===== config.mk =====
export PLATFORM = sky130hd
export DESIGN_NAME = mux_wb_pipe_flat
export DESIGN_NICKNAME = d
export VERILOG_FILES = /design/src/rtl/mux_wb_pipe_if.sv /design/src/rtl/mux_wb_pipe.sv /design/src/flat_wrapper.sv
export SDC_FILE = /design/constraint.sdc
export NUM_CORES = 1
export LEC_CHECK = 0
export ABC_AREA = 1
export CORE_AREA = 5 5 149 151
export CTS_CLUSTER_DIAMETER = 60
export CTS_CLUSTER_SIZE = 16
export DETAILED_ROUTE_END_ITERATION = 12
export DIE_AREA = 0 0 154 156
export GPL_ROUTABILITY_DRIVEN = 0
export HOLD_SLACK_MARGIN = 0.05
export PLACE_DENSITY = 0.76
export SYNTH_ARGS = -nofsm -noshare
export SYNTH_HDL_FRONTEND = slang
export SYNTH_SLANG_ARGS = --single-unit

===== constraint.sdc =====
create_clock -name clk -period 1.7 [get_ports clk]
set_clock_uncertainty 0.15 [all_clocks]
set_input_delay 0.255 -clock clk [delete_from_list [all_inputs] [get_ports clk]]
set_output_delay 0.255 -clock clk [all_outputs]
set_load 0.1 [all_outputs]

===== src/rtl/mux_wb_pipe_if.sv =====
// mux_wb_pipe_if: handshake and data bundle between the write-back sources, mux_wb_pipe and the register file.
// The master modport is the upstream/downstream environment; slave is the selector stage.
interface mux_wb_pipe_if #(
    parameter int DATA_W  = 32,
    parameter int NUM_SRC = 10,
    parameter int SEL_W   = 4
);
    logic                      in_valid;
    logic                      in_ready;
    logic [SEL_W-1:0]          sel;
    logic [NUM_SRC*DATA_W-1:0] src_data;
    logic [2:0]                ext_mode;
    logic                      out_valid;
    logic                      out_ready;
    logic [DATA_W-1:0]         out_data;
    logic [SEL_W-1:0]          out_sel;
    logic                      sel_err;
    logic                      err_clr;
    logic [15:0]               xfer_cnt;

    modport master (
        output in_valid, sel, src_data, ext_mode, out_ready, err_clr,
        input  in_ready, out_valid, out_data, out_sel, sel_err, xfer_cnt
    );

    modport slave (
        input  in_valid, sel, src_data, ext_mode, out_ready, err_clr,
        output in_ready, out_valid, out_data, out_sel, sel_err, xfer_cnt
    );
endinterface


===== src/rtl/mux_wb_pipe.sv =====
// mux_wb_pipe: registered write-back source selector with valid/ready handshake.
// Define MUX_WB_EXT_EN to add load-size extraction and sign/zero extension of the selected source.
module mux_wb_pipe #(
    parameter int          DATA_W    = 32,
    parameter int          NUM_SRC   = 10,
    parameter int          SEL_W     = 4,
    parameter logic [31:0] CONST_VAL = 32'd227
) (
    input  logic          clk,
    input  logic          reset,
    mux_wb_pipe_if.slave  bus
);
    logic              out_valid_q, out_valid_d;
    logic [DATA_W-1:0] out_data_q, out_data_d;
    logic [SEL_W-1:0]  out_sel_q, out_sel_d;
    logic              sel_err_q, sel_err_d;
    logic [15:0]       xfer_cnt_q, xfer_cnt_d;
    logic [DATA_W-1:0] src_sel, ext_val, res;
    logic              accept, sel_oob, ext_bad, err;

    assign bus.in_ready = !out_valid_q | bus.out_ready;
    assign accept       = bus.in_valid & bus.in_ready;

    always_comb begin
        src_sel = '0;
        for (int k = 1; k <= NUM_SRC; k++)
            if (bus.sel == SEL_W'(k)) src_sel = bus.src_data[(k-1)*DATA_W +: DATA_W];
    end

`ifdef MUX_WB_EXT_EN
    always_comb begin
        ext_bad = bus.ext_mode > 3'd4;
        ext_val = bus.ext_mode == 3'd1 ? {{(DATA_W-8){src_sel[7]}}, src_sel[7:0]} :
                  bus.ext_mode == 3'd2 ? {{(DATA_W-8){1'b0}}, src_sel[7:0]} :
                  bus.ext_mode == 3'd3 ? {{(DATA_W-16){src_sel[15]}}, src_sel[15:0]} :
                  bus.ext_mode == 3'd4 ? {{(DATA_W-16){1'b0}}, src_sel[15:0]} :
                  src_sel;
    end
`else
    logic unused_ext_mode;
    assign unused_ext_mode = ^bus.ext_mode;
    assign ext_bad = 1'b0;
    assign ext_val = src_sel;
`endif

    // The constant path bypasses extension; out-of-range selectors yield zero.
    assign sel_oob = bus.sel > SEL_W'(NUM_SRC);
    assign err     = sel_oob | ((bus.sel != '0) & ext_bad);
    assign res     = bus.sel == '0 ? DATA_W'(CONST_VAL) : sel_oob ? '0 : ext_val;

    always_comb begin
        out_valid_d = accept | (out_valid_q & !bus.out_ready);
        out_data_d  = accept ? res : out_data_q;
        out_sel_d   = accept ? bus.sel : out_sel_q;
        sel_err_d   = (accept & err) ? 1'b1 : bus.err_clr ? 1'b0 : sel_err_q;
        xfer_cnt_d  = (accept & ~&xfer_cnt_q) ? xfer_cnt_q + 16'd1 : xfer_cnt_q;
    end

    always_ff @(posedge clk or negedge reset) begin
        if (!reset) begin
            out_valid_q <= 1'b0;
            out_data_q  <= '0;
            out_sel_q   <= '0;
            sel_err_q   <= 1'b0;
            xfer_cnt_q  <= '0;
        end else begin
            out_valid_q <= out_valid_d;
            out_data_q  <= out_data_d;
            out_sel_q   <= out_sel_d;
            sel_err_q   <= sel_err_d;
            xfer_cnt_q  <= xfer_cnt_d;
        end
    end

    assign bus.out_valid = out_valid_q;
    assign bus.out_data  = out_data_q;
    assign bus.out_sel   = out_sel_q;
    assign bus.sel_err   = sel_err_q;
    assign bus.xfer_cnt  = xfer_cnt_q;
endmodule


===== src/flat_wrapper.sv =====
// flat-port wrapper written by rule: the top's interface ports become plain ports
module mux_wb_pipe_flat 
#(
    parameter int          DATA_W    = 32,
    parameter int          NUM_SRC   = 10,
    parameter int          SEL_W     = 4,
    parameter logic [31:0] CONST_VAL = 32'd227
)
  (clk, reset, bus_in_valid, bus_sel, bus_src_data, bus_ext_mode, bus_out_ready, bus_err_clr, bus_in_ready, bus_out_valid, bus_out_data, bus_out_sel, bus_sel_err, bus_xfer_cnt);
  mux_wb_pipe_if #(.DATA_W(DATA_W), .NUM_SRC(NUM_SRC), .SEL_W(SEL_W)) bus_i ();
  input  logic clk;
  input  logic reset;
  input wire logic [$bits(bus_i.in_valid)-1:0] bus_in_valid;
  input wire logic [$bits(bus_i.sel)-1:0] bus_sel;
  input wire logic [$bits(bus_i.src_data)-1:0] bus_src_data;
  input wire logic [$bits(bus_i.ext_mode)-1:0] bus_ext_mode;
  input wire logic [$bits(bus_i.out_ready)-1:0] bus_out_ready;
  input wire logic [$bits(bus_i.err_clr)-1:0] bus_err_clr;
  output wire logic [$bits(bus_i.in_ready)-1:0] bus_in_ready;
  output wire logic [$bits(bus_i.out_valid)-1:0] bus_out_valid;
  output wire logic [$bits(bus_i.out_data)-1:0] bus_out_data;
  output wire logic [$bits(bus_i.out_sel)-1:0] bus_out_sel;
  output wire logic [$bits(bus_i.sel_err)-1:0] bus_sel_err;
  output wire logic [$bits(bus_i.xfer_cnt)-1:0] bus_xfer_cnt;
  assign bus_i.in_valid = bus_in_valid;
  assign bus_i.sel = bus_sel;
  assign bus_i.src_data = bus_src_data;
  assign bus_i.ext_mode = bus_ext_mode;
  assign bus_i.out_ready = bus_out_ready;
  assign bus_i.err_clr = bus_err_clr;
  assign bus_in_ready = bus_i.in_ready;
  assign bus_out_valid = bus_i.out_valid;
  assign bus_out_data = bus_i.out_data;
  assign bus_out_sel = bus_i.out_sel;
  assign bus_sel_err = bus_i.sel_err;
  assign bus_xfer_cnt = bus_i.xfer_cnt;
  mux_wb_pipe #(.DATA_W(DATA_W), .NUM_SRC(NUM_SRC), .SEL_W(SEL_W), .CONST_VAL(CONST_VAL)) u_core (.clk(clk), .reset(reset), .bus(bus_i));
endmodule

==> impl_metrics.csv <==
group,metric,value,unit
status,status,"complete, but fails checks",
status,violations,"setup timing",
place,placed_cell_area,10500,µm²
clocking,cts-root-buf,"clkbuf_16",
routing,drc_errors,0,
timing,maxSlewHeadroom,0.647,
layout,area_growth_syn_to_layout,116,%
critical_path,worst_ep_arrival_time,1790,ps
clocking,cts_buffers,5,
layout,fin_nets,1669,
critical_path,max_stage_delay,490,ps
routing,ant_nets,0,
global_routing,met1_usage,0.296,
global_routing,grt_pass1_vias,7616,
layout,multiInputGateArea,3530,µm²
pwr,power_density,722,nW/µm²
layout,drive_gt1_frac,0.191,
layout,instances_no_fill,1612,
critical_path,reg2reg_slack,-40,ps
logic_synthesis,netlist_instances,885,
pwr,leakagePower,5.09,nW
die,die_h,156,µm
die,die_w,154,µm
routing,vias,7707,
layout,n_fill_cell,1921,
clocking,cts_tree,"done",
timing,fin_tns_setup,-68.2,ps
global_routing,grt_pass1_wl,45900,µm
die,die_area,24000,µm²
layout,antennaDiodeCount,0,
place,place_ws,-772,ps
critical_path,worstSetupStartpointType,"flop",
routing,wire_per_inst,19.7,µm
critical_path,cp.buffers_inverters,1,
timing,rsz0062_at_grt,"true",
critical_path,worst_ep_required_time,1750,ps
clocking,clk_path_buf_depth,2,
global_routing,grt_max_degree,51,
pwr,p_total,8.00,mW
layout,mostFrequentLayoutCell,"nand2_1",
timing,setup_violations,5,
global_routing,grt.busiest_layer,"met2",
min_path,min-delay-path-class,"in -> reg",
clocking,cts_sinks,54,
layout,final_cell_mix,"nand2_1 (361), clkdlybuf4s50_1 (323), nor2_1 (80), buf_4 (77), nand3_1 (73)",
global_routing,grt_overflow,0,
critical_path,critPathTopFamily,"simple AND/OR/NAND/NOR gates",
global_routing,globalRouteMet3Util,0.0630,
timing,drv_slew,0,
die,core-area,20700,µm²
critical_path,critical_path_class,"reg -> reg",
clocking,cts.clk_slew.worst_paths,80,ps
routing,drt_iter0_drc,553,
logic_synthesis,synth_area_leaders,"nand2_1 (27%), dfrtp_1 (26%), nand3_1 (7.3%), nor2_1 (6.5%), inv_1 (4.9%)",
logic_synthesis,synth_top_area_frac,0.272,
die,rows,53,
die,initial_core_util,0.248,
place,dp_hpwl,25600,µm
clocking,h-tree-depth,2,
global_routing,use_met2,0.435,
critical_path,path_cells,"ha_4, nand3_4, nor2_2, nand3b_1, nand2_4, nor2_4, nand2_2, buf_4, xnor2_2",
logic_synthesis,synth_seq_area_share,0.264,
routing,avgViaCountPerCell,4.78,
logic_synthesis,yosysWarnings,0,
logic_synthesis,ys_seq_elements,54,
logic_synthesis,synth_nets,1218,
critical_path,crit_slowest_cell,"dfrtp_4",
global_routing,antenna_found_initial,1,
timing,fmax,0.575,GHz
timing,setup_slack,-38.5,ps
pwr,max-vdd-ir-drop,0.000477,V
layout,seq_area,1390,µm²
timing,hold_viol_final,0,
layout,postLayoutCellArea,11100,µm²
logic_synthesis,synthesis.area,5130,µm²
timing,worst_slew_pin_slew,529,ps
logic_synthesis,synth_area_per_cell,5.79,µm²
place,port_buffers,383,
timing,period_share,1.02,
die,io_pins,387,
routing,detail_route.first_pass.iterations,6,
global_routing,track_usage,0.250,
logic_synthesis,yosysTopAreaCell,"nand2_1",
critical_path,critPathMaxFanout,5,
critical_path,crit_path_end_kind,"flop",
place,place_inst,1577,
clocking,clock_insertion_delay_worst_skew,310,ps
timing,min_period,1740,ps
routing,wl,31700,µm
logic_synthesis,synth_cell_types,34,
run,maxCapViolCount,0,
-- path summary, 6_finish.rpt --
kind                       cells past startpoint                                  end                                start
setup / recovery                               9  u_core.bus.xfer_cnt[10]$_DFFE_PN0P_   u_core.bus.xfer_cnt[0]$_DFFE_PN0P_
hold / removal                                 3    u_core.bus.out_sel[3]$_DFFE_PN0P_                           bus_sel[3]
setup reg to reg                               9  u_core.bus.xfer_cnt[10]$_DFFE_PN0P_   u_core.bus.xfer_cnt[0]$_DFFE_PN0P_
hold reg to reg                                1  u_core.bus.xfer_cnt[14]$_DFFE_PN0P_  u_core.bus.xfer_cnt[14]$_DFFE_PN0P_
max in group asynchronous                      3   u_core.bus.xfer_cnt[0]$_DFFE_PN0P_                                reset
min in group asynchronous                      2  u_core.bus.out_data[20]$_DFFE_PN0P_                                reset
-- metrics by stage --
stage / hold slack [ps] / util
final: 188 / 0.536
after floorplan: -191 / -
after global placement: 109 / 0.505
after global routing: 190 / 0.536
after detailed placement: 109 / 0.505
after CTS: 273 / 0.530
-- registers in the layout (all words and copies together) (netlist names) --
name / flops
u_core.bus.out_sel: 4
u_core.bus.out_data: 32
u_core.bus.xfer_cnt: 16
u_core.bus.out_valid: 1
u_core.bus.sel_err: 1
-- per-layer routing --
layer  up-vias  routed length (µm)
met4         2                1290
met5         -                  13
li1       3707                   -
met3        78                2790
met2       411               15300
met1      3509               12300
-- worst min-delay path, cell delays in order --
cell and delay (ps):
buf_2 140, clkinv_4 110, o21ai_0 100
-- cell type report --
type	instances	share of cell area
Multi-Input combinational cell	717	0.319
Tap cell	275	0.0310
Clock buffer	5	0.0113
Inverter	73	0.0261
Sequential cell	54	0.125
Timing Repair Buffer	485	0.483
Clock inverter	3	0.00440
-- kinds of logic (layout without fill, tap and decap cells) --
group	Yosys count	in the layout	synth area share
simple gates	634	635	0.544
buf+inv	115	566	0.0947
compound gates	67	67	0.0713
flops	54	54	0.264
xor+xnor	14	14	0.0239
fa+ha+maj	1	1	0.00244
-- Yosys cell counts --
master / n
a21oi_1: 41
a21oi_2: 1
and3_1: 1
buf_1: 2
buf_2: 19
buf_4: 4
buf_6: 2
clkbuf_1: 15
clkinv_1: 1
dfrtp_1: 54
ha_1: 1
inv_1: 67
inv_2: 5
nand2_1: 372
nand2_2: 6
nand2_4: 3
nand3_1: 75
nand3b_1: 4
nand4_1: 38
nor2_1: 89
nor2_2: 2
nor2_4: 6
nor2_8: 1
nor3_1: 3
nor3_4: 1
o211ai_1: 10
o21ai_0: 11
o21ai_1: 3
o22ai_1: 1
or2_0: 17
or2_1: 5
or2_2: 11
xnor2_1: 5
xor2_1: 9
-- power breakdown --
part,switching (mW),internal (mW)
clock network,0.579,0.709
logic,2.82,2.08
registers,0.260,1.55
-- what timing repair did --
action	in CTS	in global routing
endpoints found under the setup margin	39	45
setup buffers	19	6
gates cloned	2	0
gates resized for setup	45	29
pin swaps	12	22
hold buffers	1	0
hold endpoints to repair	13	0
No activity file was read; power rests on OpenSTA's default activity.
